$ cat config.mk
export PLATFORM = sky130hd
export DESIGN_NAME = edge_cfg_sequencer
export DESIGN_NICKNAME = d
export VERILOG_FILES = /design/src/rtl/edge_cfg_pkg.sv /design/src/rtl/edge_key_debounce.sv /design/src/rtl/edge_cfg_sequencer.sv
export SDC_FILE = /design/constraint.sdc
export NUM_CORES = 1
export LEC_CHECK = 0
export BUFFER_PORTS_ARGS = -buffer_cell sky130_fd_sc_hd__buf_2
export CAP_MARGIN = 20
export CORE_ASPECT_RATIO = 2
export CORE_MARGIN = 3
export CORE_UTILIZATION = 39
export DETAILED_ROUTE_END_ITERATION = 7
export HOLD_SLACK_MARGIN = 0.15
export PLACE_DENSITY_LB_ADDON = 0.15
export REMOVE_ABC_BUFFERS = 1
export SLEW_MARGIN = 20
export SYNTH_ARGS = -nofsm -noshare
export SYNTH_HDL_FRONTEND = slang
export SYNTH_SLANG_ARGS = --single-unit
$ cat constraint.sdc
create_clock -name iCLK -period 3.4 [get_ports iCLK]
set_input_delay 0.34 -clock iCLK [delete_from_list [all_inputs] [get_ports iCLK]]
set_output_delay 0.34 -clock iCLK [all_outputs]
set_load 0.1 [all_outputs]
$ cat src/rtl/edge_cfg_pkg.sv
// Shared types for edge_cfg_sequencer: FSM state encoding and the
// {edge, horiz} configuration pair used for pending and committed settings.
package edge_cfg_pkg;

  localparam int CNT_W_DEF = 11;

  typedef enum logic [1:0] {
    SYNC       = 2'd0,
    WAIT_FRAME = 2'd1,
    ACTIVE     = 2'd2
  } state_e;

  typedef struct packed {
    logic edge_on;
    logic horiz;
  } cfg_t;

  function automatic logic cfg_differs(input cfg_t a, input cfg_t b);
    return (a.edge_on != b.edge_on) | (a.horiz != b.horiz);
  endfunction

endpackage

$ cat src/rtl/edge_key_debounce.sv
// Two-flop synchronizer plus stability counter for one raw async input.
// level_o changes after DEBOUNCE_CYC identical samples; press_o pulses on an accepted fall.
module edge_key_debounce #(
  parameter logic [19:0] DEBOUNCE_CYC = 20'd500000,
  parameter logic        RST_LEVEL    = 1'b1
) (
  input  logic clk_i,
  input  logic rst_i,
  input  logic raw_i,
  output logic level_o,
  output logic press_o
);

  logic        sync1_q;
  logic        sync2_q;
  logic        level_q;
  logic        press_q;
  logic [19:0] cnt_q;

  // cnt_q counts consecutive synchronized samples that disagree with level_q.
  always_ff @(posedge clk_i) begin
    if (rst_i) begin
      sync1_q <= 1'b1;
      sync2_q <= 1'b1;
      level_q <= RST_LEVEL;
      press_q <= 1'b0;
      cnt_q   <= '0;
    end else begin
      sync1_q <= raw_i;
      sync2_q <= sync1_q;
      press_q <= 1'b0;
      if (sync2_q == level_q) begin
        cnt_q <= '0;
      end else if (cnt_q == DEBOUNCE_CYC - 20'd1) begin
        level_q <= sync2_q;
        press_q <= ~sync2_q;
        cnt_q   <= '0;
      end else begin
        cnt_q <= cnt_q + 20'd1;
      end
    end
  end

  assign level_o = level_q;
  assign press_o = press_q;

endmodule

$ cat src/rtl/edge_cfg_sequencer.sv
// Frame-synchronous pixel coordinate sequencer with frame-start config commit.
// Optional EDGE_CFG_FRAME_CNT_EN adds oFrameCnt and masks oCfgPending for two warm-up frames.
module edge_cfg_sequencer
  import edge_cfg_pkg::*;
#(
  parameter int          H_ACTIVE     = 1280,
  parameter int          V_ACTIVE     = 960,
  parameter logic [19:0] DEBOUNCE_CYC = 20'd500000,
  parameter int          CNT_W        = CNT_W_DEF
) (
  input  logic             iCLK,
  input  logic             iRST,
  input  logic             iFVAL,
  input  logic             iDVAL,
  input  logic             iKEY_EDGE,
  input  logic             iSW_HORIZ,
  output logic [CNT_W-1:0] oX_Cont,
  output logic [CNT_W-1:0] oY_Cont,
  output logic             oEdgeDetect,
  output logic             oIsHorizontalEdge,
  output logic             oFrameStart,
`ifdef EDGE_CFG_FRAME_CNT_EN
  output logic [15:0]      oFrameCnt,
`endif
  output logic             oCfgPending
);

  localparam logic [CNT_W-1:0] X_LAST = CNT_W'(H_ACTIVE - 1);
  localparam logic [CNT_W-1:0] Y_LAST = CNT_W'(V_ACTIVE - 1);

  state_e           state_q;
  logic [CNT_W-1:0] x_q;
  logic [CNT_W-1:0] y_q;
  cfg_t             pending_q;
  cfg_t             pending_d;
  cfg_t             committed_q;
  logic             frame_start_q;
  logic             commit;
  logic             key_press;
  logic             sw_level;
  logic             key_level_unused;
  logic             sw_press_unused;

  edge_key_debounce #(
    .DEBOUNCE_CYC (DEBOUNCE_CYC),
    .RST_LEVEL    (1'b1)
  ) u_key_db (
    .clk_i   (iCLK),
    .rst_i   (iRST),
    .raw_i   (iKEY_EDGE),
    .level_o (key_level_unused),
    .press_o (key_press)
  );

  edge_key_debounce #(
    .DEBOUNCE_CYC (DEBOUNCE_CYC),
    .RST_LEVEL    (1'b0)
  ) u_sw_db (
    .clk_i   (iCLK),
    .rst_i   (iRST),
    .raw_i   (iSW_HORIZ),
    .level_o (sw_level),
    .press_o (sw_press_unused)
  );

  // The commit reads pending_d so a press landing on the commit cycle is included.
  always_comb begin
    pending_d         = pending_q;
    pending_d.edge_on = pending_q.edge_on ^ key_press;
    pending_d.horiz   = sw_level;
  end

  assign commit = (state_q == WAIT_FRAME) && iFVAL;

  always_ff @(posedge iCLK) begin
    if (iRST) begin
      state_q       <= SYNC;
      x_q           <= '0;
      y_q           <= '0;
      pending_q     <= '0;
      committed_q   <= '0;
      frame_start_q <= 1'b0;
    end else begin
      pending_q     <= pending_d;
      frame_start_q <= 1'b0;
      case (state_q)
        SYNC: begin
          if (!iFVAL) state_q <= WAIT_FRAME;
        end
        WAIT_FRAME: begin
          if (commit) begin
            state_q       <= ACTIVE;
            committed_q   <= pending_d;
            frame_start_q <= 1'b1;
            x_q           <= '0;
            y_q           <= '0;
          end
        end
        ACTIVE: begin
          if (!iFVAL) begin
            state_q <= WAIT_FRAME;
            x_q     <= '0;
            y_q     <= '0;
          end else if (iDVAL) begin
            if (x_q == X_LAST) begin
              x_q <= '0;
              if (y_q != Y_LAST) y_q <= y_q + CNT_W'(1);
            end else begin
              x_q <= x_q + CNT_W'(1);
            end
          end
        end
        default: state_q <= SYNC;
      endcase
    end
  end

  assign oX_Cont           = x_q;
  assign oY_Cont           = y_q;
  assign oEdgeDetect       = committed_q.edge_on;
  assign oIsHorizontalEdge = committed_q.horiz;
  assign oFrameStart       = frame_start_q;

`ifdef EDGE_CFG_FRAME_CNT_EN
  logic [15:0] frame_cnt_q;
  logic        warm_q;

  // warm_q rises as the third frame commits and stays set until reset.
  always_ff @(posedge iCLK) begin
    if (iRST) begin
      frame_cnt_q <= '0;
      warm_q      <= 1'b0;
    end else if (commit) begin
      frame_cnt_q <= frame_cnt_q + 16'd1;
      if (frame_cnt_q == 16'd2) warm_q <= 1'b1;
    end
  end

  assign oFrameCnt   = frame_cnt_q;
  assign oCfgPending = cfg_differs(pending_q, committed_q) & warm_q;
`else
  assign oCfgPending = cfg_differs(pending_q, committed_q);
`endif

endmodule

; ---- After elaboration in Yosys (flattened, before gate mapping)
; Index checks and enable logic that the tools add are counted.
[word_totals]
out_inout_bits = 26
input_bits = 6
reg_bits = 76
word_cells = 71
[op_classes]
bitwise = 7
addsub = 4
muxes = 14
reduce_logical = 14
n_eq_ne = 15
[ops]
columns = op, n
row1 = $mux 11, 8
row2 = $pmux 11 s2, 2
row3 = $add 20x1->20 const B, 2
row4 = $eq 20x19->1 const B, 2
row5 = $add 11x1->11 const B, 2
row6 = $eq 11x11->1 const B, 1
row7 = $ne 11x10->1 const B, 1
row8 = $ne 3x3->1 const B, 3
row9 = $reduce_or 3->1, 3
row10 = $reduce_and 2->1, 4
row11 = $not 1->1, 5
row12 = $reduce_and 5->1, 1
row13 = $mux 2, 2
row14 = $ne 2x2->1 const B, 2
row15 = $pmux 2 s2, 1
row16 = $reduce_or 2->1, 2
row17 = $reduce_and 3->1, 1
row18 = $eq 1x1->1, 2
row19 = $eq 2x1->1 const B, 1
row20 = $eq 2x2->1 const B, 1
row21 = $logic_not 2->1, 1
row22 = $ne 1x1->1, 2
row23 = $reduce_bool 2->1, 1
row24 = $logic_and 1x1->1, 1
row25 = other kinds (3), 3

; ---- Logic depth before layout (Yosys ltp)
[depth]
depth_word = 6
depth_mapped = 7
ltp_nobuf = 5

; ---- Modules after synthesis
; From an unflattened synthesis, not the netlist that was laid out.
[hier_totals]
cells_unflattened = 406
area_unflattened_um2 = 3739.8
[by_module_without_submodules]
columns = mod, area_per_inst_um2, cells_each, n_inst, seq_area_each_um2
row1 = edge_cfg_sequencer, 1503.9, 171, 1, 580.6
row2 = edge_key_debounce (u_sw_db), 1178.6, 123, 1, 480.5
row3 = edge_key_debounce (u_key_db), 1057.3, 112, 1, 480.5

; ---- Worst setup path before layout
; OpenSTA, ideal clock, no wires.
[synth_timing]
path_type = register to register
startpoint = register y_q[1], in the netlist oY_Cont[1]
endpoint = register y_q[10], in the netlist oY_Cont[10]
period_less_slack_ps = 2527
setup_slack_ps = 873
setup_ps = 70
path_stages_with_launch = 6
n_path_buf = 0
required_time_ps = 3330
t_arrival_ps = 2457
cell_sequence = dfxtp_1 ha_1 nand4_1 or3_1 or4_1 a21boi_1
[synth_between]
elab_chain_len = 6
elab_cells_between_ends = 9
cone_classes = add/sub (1) / eq/ne (2) / mux (5) / reduce/logical (1)
[synth_lines]
columns = item, line_no
row1 = "start, declared", edge_cfg_sequencer.sv:33  ; logic [CNT_W-1:0] y_q;
row2 = "start signal, assigned", edge_cfg_sequencer.sv:107  ; if (y_q != Y_LAST) y_q <= y_q + CNT_W'(1);
row3 = $add 11x1->11, edge_cfg_sequencer.sv:107
row4 = $mux 11, edge_cfg_sequencer.sv:107
row5 = $mux 11, edge_cfg_sequencer.sv:105  ; if (x_q == X_LAST) begin
row6 = $mux 11, edge_cfg_sequencer.sv:104  ; end else if (iDVAL) begin
row7 = $mux 11, edge_cfg_sequencer.sv:100  ; if (!iFVAL) begin
row8 = $pmux 11 s2, edge_cfg_sequencer.sv:86  ; case (state_q)
; Parallel ways exist; a longest one is shown, timed or not. The select of a mux whose other input is x is not followed.
; A chain may end at the register's enable or synchronous reset.

; ---- Worst setup path in the final report
[layout_timing]
startpoint = register state_q[1]
endpoint = register x_q[7], in the netlist oX_Cont[7]
[layout_between]
elab_chain_len = 4
elab_cells_between_ends = 8
cone_classes = eq/ne (4) / mux (1) / reduce/logical (3)
[layout_lines]
columns = item, line_no
row1 = "start, declared", edge_cfg_sequencer.sv:31  ; state_e state_q;
row2 = "start signal, assigned", edge_cfg_sequencer.sv:77  ; state_q <= SYNC;
row3 = "start signal, assigned", edge_cfg_sequencer.sv:88  ; if (!iFVAL) state_q <= WAIT_FRAME;
row4 = "start signal, assigned", edge_cfg_sequencer.sv:92  ; state_q <= ACTIVE;
row5 = $eq 2x1->1, "edge_cfg_sequencer.sv:73, edge_cfg_sequencer.sv:86"
row6 = $logic_and 1x1->1, edge_cfg_sequencer.sv:73  ; assign commit = (state_q == WAIT_FRAME) && iFVAL;
row7 = $ne 2x2->1 (no line), n/a
row8 = $reduce_and 3->1 (no line), n/a
row9 = "end signal, assigned", edge_cfg_sequencer.sv:109  ; x_q <= x_q + CNT_W'(1);
row10 = "end, declared", edge_cfg_sequencer.sv:32  ; logic [CNT_W-1:0] x_q;
; Parallel ways exist; a longest one is shown, timed or not.

==> out/qor.txt <==
WP data arrival: 2.39 ns
HP Class: in2reg
Filler-free cell count of the finished design: 529
Final antenna-violating net count: 0
Fin area: 4040 µm²
Root Buffer: clkbuf_16
Async SR Flop Fraction: 0
Mapped Area: 3490 µm²
Initial antenna violation count: 0
Final min period: 2.13 ns
WL final: 7580 µm
Crit path capture type: register
Status: finished clean
CTS resizes: 0
Die area: 10200 µm²
Tightest Pin Transition: 0.916 ns
Hold Path Sink: u_key_db.sync1_q$_SDFF_PP1_
Unrepaired setup endpoints after global routing: false
CTS Buf Count: 9
LEAKAGE: 1.43 nW
Final Slew Violations: 0
Largest net degree at the start of global routing: 32
Crit share post-route: 0.627
Worst Path Max Fanout: 31
Clock Tree Buf Depth: 2
Post-synth EDFFs: 0
Startpoint types: register
Remaining DRCs: 0
Buffers on Ports: 31
Die height: 140 µm
Placed Area: 3730 µm²
# IOs: 32
Seq. cell area: 1520 µm²
WP data required: 3.66 ns
Worst-path clk slew: 0.06 ns
Total grt overflow: 0
Worst stage delay on the critical path: 0.77 ns
Final WS setup: 1.27 ns
Yosys warnings: 0
Hold path startpoint: iKEY_EDGE
Finished Core Util: 0.468
# setup viols final: 0
Top-area cell type share of the netlist area: 0.436
Worst Hold Depth: 2
MaxCap Viol Count: 0
Setup repair bufs after CTS: 0
Synth-to-layout area growth: 16.0%
Skew final: 0.00502 ns
Clock latency on the worst-skew pair: 0.33 ns
Via-per-instance ratio: 5.64
Setup CP Type: reg2reg
Nets: 434
TritonCTS clock tree: built
FF-to-FF End: oX_Cont[7]$_SDFFE_PP0P_
Initial Util: 0.403
Post-Place Setup Slack: 1.23 ns
Wire per inst: 14.3 µm
Register area share after synthesis: 0.436
Initial DRC count: 121
Most used DFF post-synth: dfxtp_1
Core area: 8650 µm²
Filler Cell Count: 855
Max rail drop VDD: 0.319 mV
Worst path cell trace: nand3b_1 -> o21a_1 -> o21ai_1 -> a21oi_1
Post-DP HPWL: 5440 µm
R2R Path Start: state_q[1]$_SDFFE_PP0P_
Register bit total from synthesis: 76
Rows: 48
Footprint of the multi-input gates: 1880 µm²
Met1 WL: 3090 µm
Commonest cells post-synth: dfxtp_1 (76), nor2_1 (40), nand2_1 (25)
Fin Setup TNS: 0 ns
Total number of vias: 2984
# placed instances: 513
CP max-delay cell: o21a_1
H-tree levels: 3
Met2 wire len: 3960 µm
Post-synth top area cell: dfxtp_1
Fin Hold WS: 0.185 ns
Achievable clock frequency: 0.469 GHz
Total GRT Usage: 0.161
PwrDens: 491 nW/µm²
First-pass GRT wire length: 13100 µm
Most common cell in the netlist: dfxtp_1
Top layer in use: met4
Number of global-route vias before repair: 2826
N_diodes: 0
Layout cell share with drive strength beyond 1: 0.152
Syn Inst Count: 393
Synth top area cells: dfxtp_1 (44%), xor2_1 (4.5%), nor2_1 (4.3%), xnor2_1 (3.8%), nand3_1 (3.4%)
Hold_buf cts: 0
Total power: 1.99 mW
Avg Inst Size Synth: 8.87 µm²
FF-to-FF path depth: 4
Sink Count: 76
R2R Setup Slk: 1.27 ns
Final hold vios: 0
Slew margin rel.: 0.390
Die W: 72.9 µm
Met3 WL: 299 µm
Netlist cell types: 50
GPL Wtd Cong: 0.805
TritonRoute pass-1 iters: 4
[worst max-delay path by stage]
stage                                  from                 endpoint  slack [ns]  depth (start not counted)
detailed placement                    iFVAL  oX_Cont[7]$_SDFFE_PP0P_        1.23                          5
global placement                      iFVAL  oX_Cont[9]$_SDFFE_PP0P_        1.28                          5
finish              state_q[1]$_SDFFE_PP0P_  oX_Cont[7]$_SDFFE_PP0P_        1.27                          4
CTS                 state_q[1]$_SDFFE_PP0P_  oX_Cont[7]$_SDFFE_PP0P_        1.27                          4
global route        state_q[1]$_SDFFE_PP0P_  oX_Cont[8]$_SDFFE_PP0P_        1.02                          4
floorplan           oX_Cont[0]$_SDFFE_PP0P_  oY_Cont[6]$_SDFFE_PP0P_        0.78                          5
[layout make-up]
class / count / share of cell area
Multi-Input combinational cell: 296 / 0.465
Inverter: 8 / 0.00743
Tap cell: 100 / 0.0309
Timing Repair Buffer: 33 / 0.0421
Clock inverter: 7 / 0.0226
Sequential cell: 76 / 0.376
Clock buffer: 9 / 0.0557
[registers in the layout, indices dropped and copies added, names as in the netlist, 2 cells and up]
register,count
state_q,2
pending_q,2
u_key_db.cnt_q,20
oY_Cont,11
oX_Cont,11
u_sw_db.cnt_q,20
[logic make-up (layout without fill, tap and decap cells)]
| kind of cell | Yosys count | after routing | synth area share |
|---|---|---|---|
| DFF | 76 | 76 | 0.436 |
| xor gates and xnor gates | 33 | 33 | 0.0829 |
| buffers and inverters | 21 | 57 | 0.0240 |
| adders and majority gates | 4 | 4 | 0.0144 |
| AOI/OAI and AO/OA | 63 | 63 | 0.117 |
| muxes | 6 | 6 | 0.0172 |
| and+or+nand+nor | 190 | 190 | 0.308 |
[power breakdown]
part	switching, mW	leakage, nW	internal, mW
Sequential	0.00724	0.614	0.899
Combinational	0.0545	0.659	0.0177
Clock	0.370	0.155	0.639
[worst max-delay path, delay by kind of cell, from the launching register on]
kind | cells | cell delay (ns)
flops | 1 | 0.38
compound gates | 3 | 1.44
simple gates | 1 | 0.23
[cells in the final DEF, fill, tap and decap left out, types with 3 or more instances in the layout]
master / n
dfxtp_1: 76
nor2_1: 40
buf_2: 31
nand2_1: 25
nand3_1: 24
a21oi_1: 21
xor2_1: 18
xnor2_1: 15
nand4_1: 14
or3_1: 13
o31ai_1: 12
and3_1: 11
or4_1: 11
nor4_1: 10
o21ai_0: 10
clkbuf_16: 9
inv_1: 8
nor3_1: 8
nand2b_1: 7
and4_1: 6
mux2i_1: 6
o21a_1: 4
or2_2: 4
ha_1: 4
clkinv_2: 3
[routing by layer]
metal | track usage | vias to the layer above
met4 | 0.0768 | 0
met1 | 0.183 | 1407
met5 | 0 | -
met2 | 0.273 | 55
met3 | 0.0398 | 18
li1 | - | 1504
Note: power is estimated with default switching activity, not from simulation.
